**src/rtl/conv_pkg.sv**
```systemverilog
// Shared types and sizing helpers for the convolution stream blocks.
package conv_pkg;

  typedef enum logic [1:0] {IDLE, ACTIVE, DRAIN, DONE} tx_state_t;

  // Number of valid-overlap outputs produced per frame.
  function automatic int n_out(input int x_size, input int f_size);
    return x_size - f_size + 1;
  endfunction

  // Width of a counter that must be able to hold the value n.
  function automatic int cnt_w(input int n);
    return $clog2(n + 1);
  endfunction

endpackage

```
**src/rtl/sync_fifo.sv**
```systemverilog
// Single-clock FIFO with full/empty flags; rdata always shows the head entry.
module sync_fifo #(
  parameter int DATA_WIDTH = 16,
  parameter int DEPTH      = 4
) (
  input  logic                  clk,
  input  logic                  reset_n,
  input  logic                  push,
  input  logic [DATA_WIDTH-1:0] wdata,
  input  logic                  pop,
  output logic [DATA_WIDTH-1:0] rdata,
  output logic                  full,
  output logic                  empty
);

  localparam int AW = $clog2(DEPTH);

  logic [DEPTH-1:0][DATA_WIDTH-1:0] mem;
  logic [AW:0]                      wr_ptr, rd_ptr;
  logic                             do_push, do_pop;

  // Extra pointer MSB separates full from empty when the indices match.
  assign empty   = (wr_ptr == rd_ptr);
  assign full    = (wr_ptr == {~rd_ptr[AW], rd_ptr[AW-1:0]});
  assign do_push = push && !full;
  assign do_pop  = pop && !empty;
  assign rdata   = mem[rd_ptr[AW-1:0]];

  always_ff @(posedge clk or negedge reset_n) begin
    if (!reset_n) begin
      wr_ptr <= '0;
      rd_ptr <= '0;
      for (int i = 0; i < DEPTH; i++) mem[i] <= '0;
    end else begin
      if (do_push) begin
        mem[wr_ptr[AW-1:0]] <= wdata;
        wr_ptr              <= wr_ptr + 1'b1;
      end
      if (do_pop) rd_ptr <= rd_ptr + 1'b1;
    end
  end

endmodule

```
**src/rtl/conv_y_out_tx.sv**
```systemverilog
// Output side of the convolution stream: buffers y results and sends one
// frame of N_OUT beats downstream, marking the last beat and signalling drain.
module conv_y_out_tx
  import conv_pkg::*;
#(
  parameter int DATA_WIDTH = 16,
  parameter int X_SIZE     = 128,
  parameter int F_SIZE     = 32,
  parameter int FIFO_DEPTH = 4
) (
  input  logic                  clk,
  input  logic                  reset_n,
  input  logic                  conv_start,
  input  logic                  y_valid,
  input  logic [DATA_WIDTH-1:0] y_data,
  output logic                  y_ready,
  output logic [DATA_WIDTH-1:0] m_data,
  output logic                  m_valid,
  input  logic                  m_ready,
  output logic                  m_last,
  output logic                  frame_done,
  output logic                  busy,
  output logic                  overflow_err
);

  localparam int N_OUT = n_out(X_SIZE, F_SIZE);
  localparam int CW    = cnt_w(N_OUT);

  localparam logic [CW-1:0] CNT_END  = CW'(N_OUT);
  localparam logic [CW-1:0] CNT_LAST = CW'(N_OUT - 1);

  tx_state_t     state, state_nxt;
  logic [CW-1:0] in_cnt, out_cnt;
  logic          fifo_full, fifo_empty;
  logic          push, pop, arm;

  sync_fifo #(
    .DATA_WIDTH (DATA_WIDTH),
    .DEPTH      (FIFO_DEPTH)
  ) u_fifo (
    .clk     (clk),
    .reset_n (reset_n),
    .push    (push),
    .wdata   (y_data),
    .pop     (pop),
    .rdata   (m_data),
    .full    (fifo_full),
    .empty   (fifo_empty)
  );

  // y_ready uses registered state only, so a full FIFO blocks a push even
  // when a pop frees a slot in the same cycle.
  assign y_ready    = (state == ACTIVE) && !fifo_full && (in_cnt < CNT_END);
  assign push       = y_valid && y_ready;
  assign m_valid    = !fifo_empty;
  assign pop        = m_valid && m_ready;
  assign m_last     = m_valid && (out_cnt == CNT_LAST);
  assign busy       = (state == ACTIVE) || (state == DRAIN);
  assign frame_done = (state == DONE);
  assign arm        = (state == IDLE) && conv_start;

  always_ff @(posedge clk or negedge reset_n) begin
    if (!reset_n) state <= IDLE;
    else          state <= state_nxt;
  end

  always_comb begin
    state_nxt = state;
    case (state)
      IDLE:    if (conv_start) state_nxt = ACTIVE;
      ACTIVE:  if (push && (in_cnt == CNT_LAST)) state_nxt = DRAIN;
      DRAIN:   if (pop && m_last) state_nxt = DONE;
      DONE:    state_nxt = IDLE;
      default: state_nxt = IDLE;
    endcase
  end

  always_ff @(posedge clk or negedge reset_n) begin
    if (!reset_n) begin
      in_cnt       <= '0;
      out_cnt      <= '0;
      overflow_err <= 1'b0;
    end else if (arm) begin
      in_cnt       <= '0;
      out_cnt      <= '0;
      overflow_err <= 1'b0;
    end else begin
      if (push) in_cnt <= in_cnt + CW'(1);
      if (pop && busy) out_cnt <= out_cnt + CW'(1);
      if (y_valid && !y_ready) overflow_err <= 1'b1;
    end
  end

endmodule

```
**config.mk**
```make
export PLATFORM = sky130hd
export DESIGN_NAME = conv_y_out_tx
export DESIGN_NICKNAME = d
export VERILOG_FILES = /design/src/rtl/conv_pkg.sv /design/src/rtl/sync_fifo.sv /design/src/rtl/conv_y_out_tx.sv
export SDC_FILE = /design/constraint.sdc
export NUM_CORES = 1
export LEC_CHECK = 0
export BUFFER_PORTS_ARGS = -buffer_cell sky130_fd_sc_hd__buf_2
export CORE_MARGIN = 10
export CORE_UTILIZATION = 64
export DETAILED_ROUTE_END_ITERATION = 10
export PLACE_DENSITY = 0.93
export SETUP_SLACK_MARGIN = 0.3
export SLEW_MARGIN = 10
export SYNTH_ARGS = -nofsm -noshare
export SYNTH_HDL_FRONTEND = slang
export SYNTH_SLANG_ARGS = --single-unit
export TNS_END_PERCENT = 5
```
**constraint.sdc**
```tcl
create_clock -name clk -period 6.7 [get_ports clk]
set_input_delay 0 -clock clk [delete_from_list [all_inputs] [get_ports clk]]
set_output_delay 0 -clock clk [all_outputs]
set_load 0.05 [all_outputs]
```
# After elaboration in Yosys (flattened, before gate mapping)
# Index checks and enable logic that the tools add are counted.
[word_totals]
register_bits = 87
latch_bits = 0
mem_bits_rw = 0
romBits = 0
inputBits = 21
out_inout_bits = 22
word_cells = 66
memories = 0
[classes]
add_sub_neg = 4
mul = 0
div = 0
n_lt_le_gt_ge = 4
n_eq_ne = 10
shift = 0
muxes = 15
bitwise = 1
reduce_logical = 22
[op_table]
columns = ["operator", "count"]
rows = [
  ["64-bit bitwise mux", 1],
  ["16-bit binary-select mux with 2-bit select", 1],
  ["16-bit demux with 2-bit select", 1],
  ["16-bit two-way mux", 2],
  ["7-bit two-way mux", 4],
  ["7-bit by 1-bit adder with 7-bit output, second input constant", 2],
  ["7-bit equality test, second input constant", 2],
  ["1-bit logical AND", 13],
  ["2-bit case mux with 4 select lines", 1],
  ["7-bit < comparator, second input constant", 1],
  ["3-bit by 1-bit adder with 3-bit output, second input constant", 2],
  ["3-bit equality test", 2],
  ["2-bit by 3-bit < comparator with 1-bit output, second input constant", 2],
  ["2-bit two-way mux", 3],
  ["2-bit nonzero test", 3],
  ["2-bit equality test, second input constant", 2],
  ["2-bit by 1-bit inequality test with 1-bit output, second input constant", 2],
  ["1-bit logical NOT", 3],
  ["3-bit AND reduction", 1],
  ["2-bit by 1-bit equality test with 1-bit output, second input constant", 1],
  ["2-bit by 1-bit >= comparator with 1-bit output, second input constant", 1],
  ["2-bit logical NOT", 1],
  ["1-bit two-way mux", 2],
  ["2-bit inequality test, second input constant", 1],
  ["2 further kinds", 2],
]

# Logic depth before layout (Yosys ltp)
[depth]
ltp_word = 9
mapped_depth = 8
depth_no_buf = 7

# Cells and area by module
# A second synthesis with hierarchy kept.
[hier_totals]
cells_unflattened = 307
hier_area_um2 = 4345.4
[by_module_without_submodules]
columns = ["module", "instances", "cells_per_inst", "area_per_inst_um2", "seq_area_each_um2"]
rows = [
  ["sync_fifo", 1, 197, 3315.7, 1751.7],
  ["conv_y_out_tx", 1, 110, 1029.7, 425.4],
]

# Worst setup path after synthesis
# No wires, ideal clock.
[synth_path]
kind = "reg2reg"
from = "reg in_cnt[3]"
to = "reg u_fifo.mem[54] in the netlist's numbering"
setup_ns = 0.125
t_arrival_ns = 2.117
required_time_ns = 6.575
setup_slack_ns = 4.457
stages_incl_launch_ff = 8
n_path_buf = 2
period_less_slack_ns = 2.243
cell_sequence = "dfrtp_1 -> or3_4 -> o211a_4 -> nor3b_4 -> and2_1 -> buf_6 -> buf_12 -> mux2_4"
[synth_via]
elab_chain_cells = 4
[synth_rtl]
columns = ["item", "line", "text"]
rows = [
  ["start, declared", "conv_y_out_tx.sv:33", "logic [CW-1:0] in_cnt, out_cnt;"],
  ["start signal, assigned", "conv_y_out_tx.sv:88", "if (push) in_cnt <= in_cnt + CW'(1);"],
  ["7-bit < comparator", "conv_y_out_tx.sv:53", "assign y_ready = (state == ACTIVE) && !fifo_full && (in_cnt < CNT_END);"],
  ["1-bit logical AND", "conv_y_out_tx.sv:53", ""],
  ["1-bit logical AND", "conv_y_out_tx.sv:54", "assign push = y_valid && y_ready;"],
  ["1-bit logical AND", "sync_fifo.sv:25", "assign do_push = push && !full;"],
  ["end signal, assigned by index", "sync_fifo.sv:36", "mem[wr_ptr[AW-1:0]] <= wdata;"],
  ["end, declared", "sync_fifo.sv:18", "logic [DEPTH-1:0][DATA_WIDTH-1:0] mem;"],
]
# No other way between the ends.
# A chain may end at the register's enable or synchronous reset.

# Final worst setup path
[layout_path]
from = "reg u_fifo.rd_ptr[1]"
to = "reg u_fifo.mem[21] in the netlist's numbering"
[layout_via]
elab_chain_cells = 6
[layout_rtl]
columns = ["item", "line", "text"]
rows = [
  ["start, declared", "sync_fifo.sv:19", "logic [AW:0] wr_ptr, rd_ptr;"],
  ["start signal, assigned", "sync_fifo.sv:39", "if (do_pop) rd_ptr <= rd_ptr + 1'b1;"],
  ["3-bit equality test *", "sync_fifo.sv:24", "assign full = (wr_ptr == {~rd_ptr[AW], rd_ptr[AW-1:0]});"],
  ["1-bit logical NOT *", "sync_fifo.sv:25, conv_y_out_tx.sv:53", ""],
  ["1-bit logical AND (2 in a row)", "conv_y_out_tx.sv:53", ""],
  ["1-bit logical AND", "conv_y_out_tx.sv:54", ""],
  ["1-bit logical AND *", "sync_fifo.sv:25", ""],
]
# Mark *: on every way between the ends. The rest lies on a longest branch, timed or not.

==> out/results.txt <==
diode count -> 0
DR DRC count -> 0
status -> finished, final reports clean
met2 wire length -> 4450 um
Top FF cell, synth -> dfrtp_1
Crit. Startpoint -> u_fifo.rd_ptr[1]$_DFFE_PN0P_
core area -> 6720 sq um
Max Clock Skew -> 0.0147 ns
cts repair resizes -> 0
fmax -> 296 MHz
reg2reg path depth -> 5
Routed Antenna Nets -> 0
detailed placement HPWL -> 5470 um
first-pass GRT wire length -> 14500 um
# H-tree levels -> 3
Syn Inst Count -> 291
Congestion Overflow GR -> 0
Max-cap violations -> 0
initial antenna violation count -> 0
io pins -> 43
Worst setup SP type -> register
sequential area share after synthesis -> 0.499
FF-to-FF Start -> u_fifo.rd_ptr[1]$_DFFE_PN0P_
Worst Path Required -> 6.95 ns
Cell Rows -> 30
Die H -> 103 um
Reg-to-Reg End -> u_fifo.mem[21]$_DFFE_PN0P_
critical path peak fanout -> 19
hold wc startpoint -> conv_start
EDFF count, synth -> 0
period utilization -> 0.505
WL met3 -> 500 um
GRT Util Overall -> 0.182
1st-iter DRT viols -> 148
FF+latch count, synth -> 87
CTS tree -> yes
power density over the cells -> 550 nW/um^2
routed vias/inst -> 6.01
Pleak -> 2.26 nW
final slew viol count -> 0
NumNets Final -> 385
drt pass-1 iters -> 4
max layer used -> met4
Post CTS Setup Buffer Count -> 0
most common cell after layout, fill and taps aside -> dfrtp_1
Slowest-stage cell, CP -> dfrtp_1
via count -> 2614
cell area after synthesis -> 4370 sq um
Slew headroom -> 0.269
commonest cells after routing, fill and taps aside -> dfrtp_1 (87), buf_2 (41), mux2_4 (39)
Least-Margin Pin Slew -> 1.08 ns
overall die width -> 103 um
Area contributors post-synth -> dfrtp_1 (50%), mux2_4 (13%), mux4_2 (8.3%)
RSZ-0062 raised after global routing -> no
Crit path largest cell delay -> 0.96 ns
hold buffers post-CTS -> 19
Avg WL per Cell -> 20.4 um
layout cells sized above 1 -> 0.417
register clock-pin slew on the reported worst setup and hold paths -> 0.09 ns
Buf/Inv on CP -> 0
Clock Path Buffers -> 2
GPL Wtd Cong -> 0.899
final setup vio count -> 0
asr flop ratio synth -> 1.00
VDD IR max -> 0.000207 V
vias in the first global route -> 2800
Tmin final -> 3.38 ns
worst setup margin -> 3.32 ns
critical path depth in cells -> 5
dpl ws -> 3.37 ns
leading area contributor after synthesis -> dfrtp_1
reg-to-reg slack, setup -> 3.32 ns
CP arrival -> 3.63 ns
Final Hold Viols -> 0
TritonCTS Sinks -> 87
Area Growth Syn to Fin -> 12.6%
Total Neg Setup Slack -> 0 ns
CP endpoint -> u_fifo.mem[21]$_DFFE_PN0P_
hold crit path type -> in2reg
crit path kind -> reg2reg
Routed WL -> 8870 um
Yosys top cell area share -> 0.499
port bufs -> 42
Distinct cells, synth -> 40
Initial Util -> 0.650
CP cell instances -> xor2_1 -> o31ai_4 -> nor3b_4 -> and2_1 -> mux2_2
Top delay family on crit path -> simple AND/OR/NAND/NOR gates
Synth Area per Inst -> 15.0 sq um
Core Util, Final -> 0.732
Synth warnings -> 0
wl on met1 -> 3660 um
Worst setup EP type -> register
post-route design area -> 4920 sq um
largest net degree at the start of global routing -> 88
cts bufs inserted -> 9
later-pin clock latency in the skew report -> 0.37 ns
Syn Nets -> 326
Root Driver -> clkbuf_8
die area -> 10500 sq um
placed cell areas -> 4530 sq um
report_power, final:
part | internal [W] | switching, W | total (W) | leakage, nW
Clock | 0.000173 | 0.000197 | 0.000370 | 0.0956
Sequential | 0.000759 | 0.000199 | 0.000958 | 1.09
Combinational | 0.000589 | 0.000790 | 0.00138 | 1.08
metrics by stage:
step           hold WS [ns]  power [W]  cells
4_1_cts              0.0885    0.00271    435
6_report              0.104    0.00271    435
3_3_place_gp          0.243    0.00225    400
3_5_place_dp          0.248    0.00231    400
5_1_grt               0.122    0.00284    435
2_1_floorplan        -0.296    0.00204    291
metal layers:
layer,vias up,GRT usage
li1,1160,-
met1,1351,0.231
met2,81,0.288
met3,22,0.0416
met4,0,0.0900
met5,-,0
cell families (layout without fill, tap and decap cells):
family | after synthesis | after routing | synth area share
multiplexers | 84 | 84 | 0.291
flip-flops | 87 | 87 | 0.499
XOR/XNOR | 17 | 17 | 0.0358
buffers and inverters | 24 | 88 | 0.0441
AND/OR/NAND/NOR | 50 | 50 | 0.0630
adder cells (fa/ha/maj) | 14 | 14 | 0.0401
AO/OA/AOI/OAI | 15 | 15 | 0.0275
area by class of cell:
class	instances	area, sq um
clock buffer	9	124
inverter	10	37.5
tap	80	100
multi-input combinational	180	2000
sequential	87	2180
fill	369	1800
timing repair buffer	62	410
clock inverter	7	72.6
worst reg2reg max path: cells and delay by family, from the launching register on:
kind / cells / cell delay, ns
muxes: 1 / 0.42
xor gates and xnor gates: 1 / 0.47
AOI/OAI and AO/OA: 1 / 0.15
and+or+nand+nor: 2 / 1.26
DFF: 1 / 0.96
sequential cells by signal, indices dropped and copies added (netlist names):
name           cells
u_fifo.mem        64
in_cnt             7
out_cnt            7
u_fifo.rd_ptr      3
u_fifo.wr_ptr      3
state              2
overflow_err       1
cells in the mapped netlist, drive strengths merged (4+ instances only):
| library cell | instances |
|---|---|
| xor2 | 5 |
| nand2 | 4 |
| nor2 | 14 |
| nor3 | 6 |
| mux2 | 66 |
| o21ai | 5 |
| and2 | 5 |
| inv | 10 |
| or3 | 4 |
| dfrtp | 87 |
| nand3 | 5 |
| xnor2 | 12 |
| mux4 | 16 |
| ha | 14 |
| buf | 11 |
worst min-delay path by stage:
stage                     cells past startpoint                   endpoint  slack [ns]
final                                         4       state[0]$_DFFE_PN0P_        0.10
after CTS                                     4       state[0]$_DFFE_PN0P_        0.09
after detailed placement                      1  u_fifo.mem[7]$_DFFE_PN0P_        0.25
after global placement                        1     out_cnt[0]$_DFFE_PN0P_        0.24
after global routing                          4       state[0]$_DFFE_PN0P_        0.12
after floorplan                               0      in_cnt[0]$_DFFE_PN0P_       -0.30
(Power assumes the default switching activity.)
